File: src/rtl/imem_dmem_arbiter.sv
// rtl/imem_dmem_arbiter.sv - fetch/data arbiter sharing one variable-latency memory port
//
// Purpose:
//   Grants a single memory port to either instruction fetch or the data stage,
//   one outstanding operation at a time. Data has priority, except that after
//   STARVE_MAX consecutive data grants with a fetch pending, the next grant goes
//   to fetch. Fetch responses made stale by a taken jump are dropped.
//
// Ports:
//   clk, rst                 clock (rising edge), asynchronous active-low reset
//   if_req/if_addr/if_flush  fetch request level, PC, jump-taken flush
//   if_instr/imem_ready      fetched instruction and its one-cycle valid pulse
//   d_req/d_we/d_addr/
//   d_wdata/d_be             data access request level and its fields
//   d_rdata/d_done           load data and the one-cycle completion pulse
//   dstall                   d_req & ~d_done, combinational pipeline stall
//   mem_req/mem_we/mem_addr/
//   mem_wdata/mem_be         registered memory request, held until mem_ack
//   mem_rdata/mem_ack        memory read data and one-cycle completion pulse

module imem_dmem_arbiter #(
    parameter int ADDR_W     = 32,
    parameter int DATA_W     = 32,
    parameter int STARVE_MAX = 4
) (
    input  logic                clk,
    input  logic                rst,

    input  logic                if_req,
    input  logic [ADDR_W-1:0]   if_addr,
    input  logic                if_flush,
    output logic [DATA_W-1:0]   if_instr,
    output logic                imem_ready,

    input  logic                d_req,
    input  logic                d_we,
    input  logic [ADDR_W-1:0]   d_addr,
    input  logic [DATA_W-1:0]   d_wdata,
    input  logic [DATA_W/8-1:0] d_be,
    output logic [DATA_W-1:0]   d_rdata,
    output logic                d_done,
    output logic                dstall,

    output logic                mem_req,
    output logic                mem_we,
    output logic [ADDR_W-1:0]   mem_addr,
    output logic [DATA_W-1:0]   mem_wdata,
    output logic [DATA_W/8-1:0] mem_be,
    input  logic [DATA_W-1:0]   mem_rdata,
    input  logic                mem_ack
);

    localparam int BE_W  = DATA_W / 8;
    localparam int CNT_W = $clog2(STARVE_MAX + 1);
    localparam logic [CNT_W-1:0] STARVE_LIM = CNT_W'(STARVE_MAX);

    typedef enum logic [1:0] {
        IDLE   = 2'd0,
        IFETCH = 2'd1,
        DACC   = 2'd2
    } state_t;

    state_t           state;
    state_t           state_nxt;
    logic [CNT_W-1:0] starve_cnt;
    logic             flush_pend;

    logic             grant_d;
    logic             grant_i;
    logic             fetch_ack;
    logic             data_ack;
    logic             fetch_stale;

    // ------------------------------------------------------------------
    // Next-state and grant decision. Grants are only made from IDLE, so a
    // completed transaction is always followed by at least one IDLE cycle.
    // ------------------------------------------------------------------
    always_comb begin
        state_nxt = state;
        grant_d   = 1'b0;
        grant_i   = 1'b0;
        unique case (state)
            IDLE: begin
                // Data wins unless fetch is waiting and has already been
                // passed over STARVE_MAX times in a row.
                if (d_req && (!if_req || (starve_cnt < STARVE_LIM))) begin
                    grant_d   = 1'b1;
                    state_nxt = DACC;
                end else if (if_req) begin
                    grant_i   = 1'b1;
                    state_nxt = IFETCH;
                end
            end
            IFETCH, DACC: begin
                if (mem_ack) begin
                    state_nxt = IDLE;
                end
            end
            default: begin
                state_nxt = IDLE;
            end
        endcase
    end

    assign fetch_ack   = (state == IFETCH) && mem_ack;
    assign data_ack    = (state == DACC) && mem_ack;
    // A flush arriving in the same cycle as the ack also kills the response.
    assign fetch_stale = flush_pend || if_flush;

    // Stall is combinational so the pipeline advances in the d_done cycle.
    assign dstall = d_req & ~d_done;

    // ------------------------------------------------------------------
    // State register
    // ------------------------------------------------------------------
    always_ff @(posedge clk or negedge rst) begin
        if (!rst) begin
            state <= IDLE;
        end else begin
            state <= state_nxt;
        end
    end

    // ------------------------------------------------------------------
    // Anti-starvation counter: counts data grants that bypassed a pending
    // fetch. Any cycle without a fetch request resets the count.
    // ------------------------------------------------------------------
    always_ff @(posedge clk or negedge rst) begin
        if (!rst) begin
            starve_cnt <= '0;
        end else if (!if_req) begin
            starve_cnt <= '0;
        end else if (grant_i) begin
            starve_cnt <= '0;
        end else if (grant_d && (starve_cnt < STARVE_LIM)) begin
            starve_cnt <= starve_cnt + CNT_W'(1);
        end
    end

    // ------------------------------------------------------------------
    // Pending-flush flag: remembers a jump seen while the fetch is in flight
    // so its eventual response is discarded. Cleared when that ack arrives.
    // ------------------------------------------------------------------
    always_ff @(posedge clk or negedge rst) begin
        if (!rst) begin
            flush_pend <= 1'b0;
        end else if (state == IFETCH) begin
            if (mem_ack) begin
                flush_pend <= 1'b0;
            end else if (if_flush) begin
                flush_pend <= 1'b1;
            end
        end
    end

    // ------------------------------------------------------------------
    // Memory request registers: captured on grant, held until mem_ack.
    // Later changes on if_addr/d_* cannot disturb the in-flight operation.
    // ------------------------------------------------------------------
    always_ff @(posedge clk or negedge rst) begin
        if (!rst) begin
            mem_req   <= 1'b0;
            mem_we    <= 1'b0;
            mem_addr  <= '0;
            mem_wdata <= '0;
            mem_be    <= '0;
        end else if (grant_d) begin
            mem_req   <= 1'b1;
            mem_we    <= d_we;
            mem_addr  <= d_addr;
            mem_wdata <= d_wdata;
            mem_be    <= d_be;
        end else if (grant_i) begin
            mem_req   <= 1'b1;
            mem_we    <= 1'b0;
            mem_addr  <= if_addr;
            mem_wdata <= '0;
            mem_be    <= {BE_W{1'b1}};
        end else if (fetch_ack || data_ack) begin
            mem_req   <= 1'b0;
        end
    end

    // ------------------------------------------------------------------
    // Fetch response path
    // ------------------------------------------------------------------
    always_ff @(posedge clk or negedge rst) begin
        if (!rst) begin
            imem_ready <= 1'b0;
            if_instr   <= '0;
        end else begin
            imem_ready <= 1'b0;
            if (fetch_ack && !fetch_stale) begin
                imem_ready <= 1'b1;
                if_instr   <= mem_rdata;
            end
        end
    end

    // ------------------------------------------------------------------
    // Data response path: stores complete without touching d_rdata.
    // ------------------------------------------------------------------
    always_ff @(posedge clk or negedge rst) begin
        if (!rst) begin
            d_done  <= 1'b0;
            d_rdata <= '0;
        end else begin
            d_done <= 1'b0;
            if (data_ack) begin
                d_done <= 1'b1;
                if (!mem_we) begin
                    d_rdata <= mem_rdata;
                end
            end
        end
    end

endmodule
File: config.mk
export PLATFORM = sky130hd
export DESIGN_NAME = imem_dmem_arbiter
export DESIGN_NICKNAME = d
export VERILOG_FILES = /design/src/rtl/imem_dmem_arbiter.sv
export SDC_FILE = /design/constraint.sdc
export NUM_CORES = 1
export LEC_CHECK = 0
export ABC_AREA = 1
export CAP_MARGIN = 10
export CORE_ASPECT_RATIO = 1.1
export CORE_UTILIZATION = 42
export CTS_CLUSTER_DIAMETER = 40
export DETAILED_ROUTE_END_ITERATION = 16
export PLACE_DENSITY = 0.8
export SLEW_MARGIN = 20
export SYNTH_ARGS = -nofsm -noshare
export SYNTH_HDL_FRONTEND = slang
export SYNTH_SLANG_ARGS = --single-unit
export TNS_END_PERCENT = 20
File: constraint.sdc
create_clock -name clk -period 1.7 [get_ports clk]
set_input_delay 0.255 -clock clk [delete_from_list [all_inputs] [get_ports clk]]
set_output_delay 0.255 -clock clk [all_outputs]
set_load 0.01 [all_outputs]
==> flow_summary_export.csv <==
group,metric,value,unit
place,dp_hpwl,12200,um
cts,clk_latency,0.41,ns
global_route,grt_usage,23.3,%
layout,post-route-cell-area,0.00992,mm2
global_route,grt_max_degree,66,
sta,relSlewSlack,70.0,%
critical_path,slowest_stage,"clkdlybuf4s50_1",
critical_path,cp_data_arrival_time,1.39,ns
cts,cts_tree,"built",
place,place.port_buffers,275,
sta,clock.fmax,607,MHz
synth,yosys-mux-area-fraction,0,%
synth,synth_compound_area_share,9.04,%
power,power_leakage,0.00498,uW
run_status,outcome,"complete, no violations",
synth,synthFlopType,"dfrtp_1",
route,antenna_left,0,
floorplanning,io_pins,276,
floorplanning,die_w,117,um
cts,post_cts_buffers,0,
route,wl,17100,um
layout,layout.nets,1153,
layout,drive_above_1_share,6.65,%
critical_path,cp_top_family,"buffers and inverters",
synth,synthMostInstantiatedCell,"nand2_1",
power,powerDensity,1770,mW/mm2
sta,hold_violations,0,
synth,netlist.area_leader.share,58.0,%
synth,synth-xor-area-share,0.143,%
critical_path,worst-path-buf-inv,1,
synth,synth-adder-area-share,0.816,%
place,dp_cells,1178,
synth,syn_inst,727,
synth,ys_seq_area_share,58.0,%
critical_path,cp-start-kind,"register",
route,routed_via_density,4.65,
synth,synth_warnings,0,
layout,instances_no_fill,1212,
layout,fillers,1041,
place,place.gp.congestion,0.826,
cts,ctsHtreeMaxLevel,4,
layout,multi_input_area,0.00182,mm2
critical_path,path_cells,"clkdlybuf4s50_1",
global_route,antenna_found_initial,2,
synth,syn-num-nets,870,
route,drt-initial-drc-count,310,
synth,yosys-top-cells-area,"dfrtp_1 (58%), nand2_1 (13%), inv_1 (8.9%), o21ai_0 (8.3%), nand4_1 (3.4%)",
floorplanning,core.rowCount,45,
sta,rsz0062_at_grt,"false",
route,wl_per_cell,14.1,um
sta,slew_violations,0,
cts,root_buffer,"clkbuf_16",
floorplanning,core_area,0.0140,mm2
cts,cts.clk_slew.worst_paths,0.06,ns
layout,final-seq-area,0.00355,mm2
place,postPlaceCellArea,0.00930,mm2
sta,fin_skew,0.00642,ns
layout,areaGrowthSynthToFinish,61.9,%
synth,synth_area,0.00613,mm2
cts,clock_sinks,142,
synth,ys_top_cells_by_count,"nand2_1 (209), inv_1 (146), dfrtp_1 (142)",
synth,syn_area_per_cell,8.43,um2
critical_path,slowest_delay,0.59,ns
synth,synth_top_family_by_area,"simple AND/OR/NAND/NOR gates",
floorplanning,start_util,43.7,%
sta,tns,0,ns
floorplanning,dieHeight,129,um
critical_path,crit_path_end_kind,"output port",
job,maxCapViolCount,0,
sta,post-route-period-util,96.8,%
route,remaining_drc_errors,0,
sta,setup_viol,0,
synth,synth-edff-count,0,
cts,clock_path_buffers,2,
critical_path,required,1.44,ns
route,vias,5636,
floorplanning,die_area,0.0151,mm2
critical_path,crit_type,"reg2out",
critical_path,cp_max_fo,2,
power,irDropWorstVdd,1110,uV
route,drt-pass1-iter-count,5,
synth,ys_ff_latch,142,
synth,synth-simple-area-share,19.6,%
min_path,hp-class,"in2async",
synth,synth.distinct_cells,21,
synth,synthArstFlopShare,100,%
global_route,grt_pass1_vias,5510,
cts,cts_made_buffers,17,
global_route,grt_pass1_wl,26700,um
sta,timing.final.crit_period,1.65,ns
global_route,grt_overflow,0,
synth,synth_top_area_cell,"dfrtp_1",
sta,worst_slew_pin_slew,0.450,ns
layout,fin_util,70.8,%
power by group:
| group | total, uW | switching [uW] | internal [uW] |
|---|---|---|---|
| Sequential | 5880 | 876 | 5010 |
| Combinational | 7890 | 3620 | 4270 |
| Clock | 3790 | 1370 | 2420 |
| Total | 17600 | 5860 | 11700 |
metrics by stage:
step	setup slack, ns	hold WS [ns]	total power (uW)
3_3_place_gp	0.0605	0.219	13700
6_report	0.0537	0.357	17600
4_1_cts	0.0236	0.349	17700
3_5_place_dp	0.0555	0.225	13900
5_1_grt	0.0202	0.386	18700
2_1_floorplan	0.289	-0.0406	9060
path summary, 6_finish.rpt:
| check | start | end | slack [ns] | cells past startpoint |
|---|---|---|---|---|
| max | d_done$_DFF_PN0_ | d_done | 0.05 | 1 |
| min | rst | mem_be[1]$_DFFE_PN0P_ | 0.36 | 2 |
| max reg2reg | state[0]$_DFFE_PN0P_ | mem_be[3]$_DFFE_PN0P_ | 0.23 | 6 |
| min reg2reg | mem_wdata[25]$_DFFE_PN0P_ | mem_wdata[25]$_DFFE_PN0P_ | 0.48 | 2 |
| max in group asynchronous | rst | mem_addr[3]$_DFFE_PN0P_ | 0.77 | 3 |
| min in group clk | d_wdata[17] | mem_wdata[17]$_DFFE_PN0P_ | 0.38 | 3 |
registers in the layout, summed over array words and instances (netlist names), 2 cells and up:
register,cells
starve_cnt,3
mem_addr,32
mem_wdata,32
state,2
if_instr,32
mem_be,4
d_rdata,32
placed cells by master, fill, tap and decap left out, types with 2 or more instances in the layout:
| cell | n |
|---|---|
| nand3_1 | 33 |
| inv_1 | 146 |
| a21oi_1 | 2 |
| nand4_1 | 33 |
| clkbuf_1 | 2 |
| o21ai_0 | 102 |
| clkinv_2 | 3 |
| o22ai_1 | 2 |
| nand2_2 | 2 |
| clkdlybuf4s50_1 | 273 |
| ha_1 | 3 |
| nand2_1 | 209 |
| nor2_1 | 4 |
| bufinv_16 | 3 |
| clkbuf_16 | 17 |
| clkinvlp_4 | 3 |
| nand3_2 | 2 |
| clkbuf_8 | 3 |
| dfrtp_1 | 142 |
| buf_4 | 17 |
| buf_12 | 13 |
routing by layer:
| layer | part of all wire (%) | GRT usage (%) | up-vias |
|---|---|---|---|
| met5 | 0 | 0 | - |
| met4 | 3.1 | 10.9 | 0 |
| met3 | 7.4 | 6.12 | 36 |
| met2 | 50 | 40.0 | 194 |
| met1 | 39 | 27.1 | 2605 |
| li1 | - | - | 2801 |
what timing repair did:
action | CTS | global route
resized for setup | 1 | 1
setup endpoints to repair | 1 | 1
hold buffers | 1 | 0
hold endpoints to repair | 40 | 0
layout make-up:
type	instances	share of cell area, %
timing repair buffer	306	31.7
clock inverter	10	1.37
multi-input combinational	396	18.3
antenna	1	0.0252
tap	188	2.37
inverter	147	5.56
clock buffer	22	4.78
sequential	142	35.8
logic make-up (layout without fill, tap and decap cells):
family,after synthesis,in the layout
compound gates,108,108
simple gates,283,283
xor+xnor,1,1
other cells,0,1
fa+ha+maj,4,4
buf+inv,189,485
flops,142,142
(Power assumes the default switching activity.)
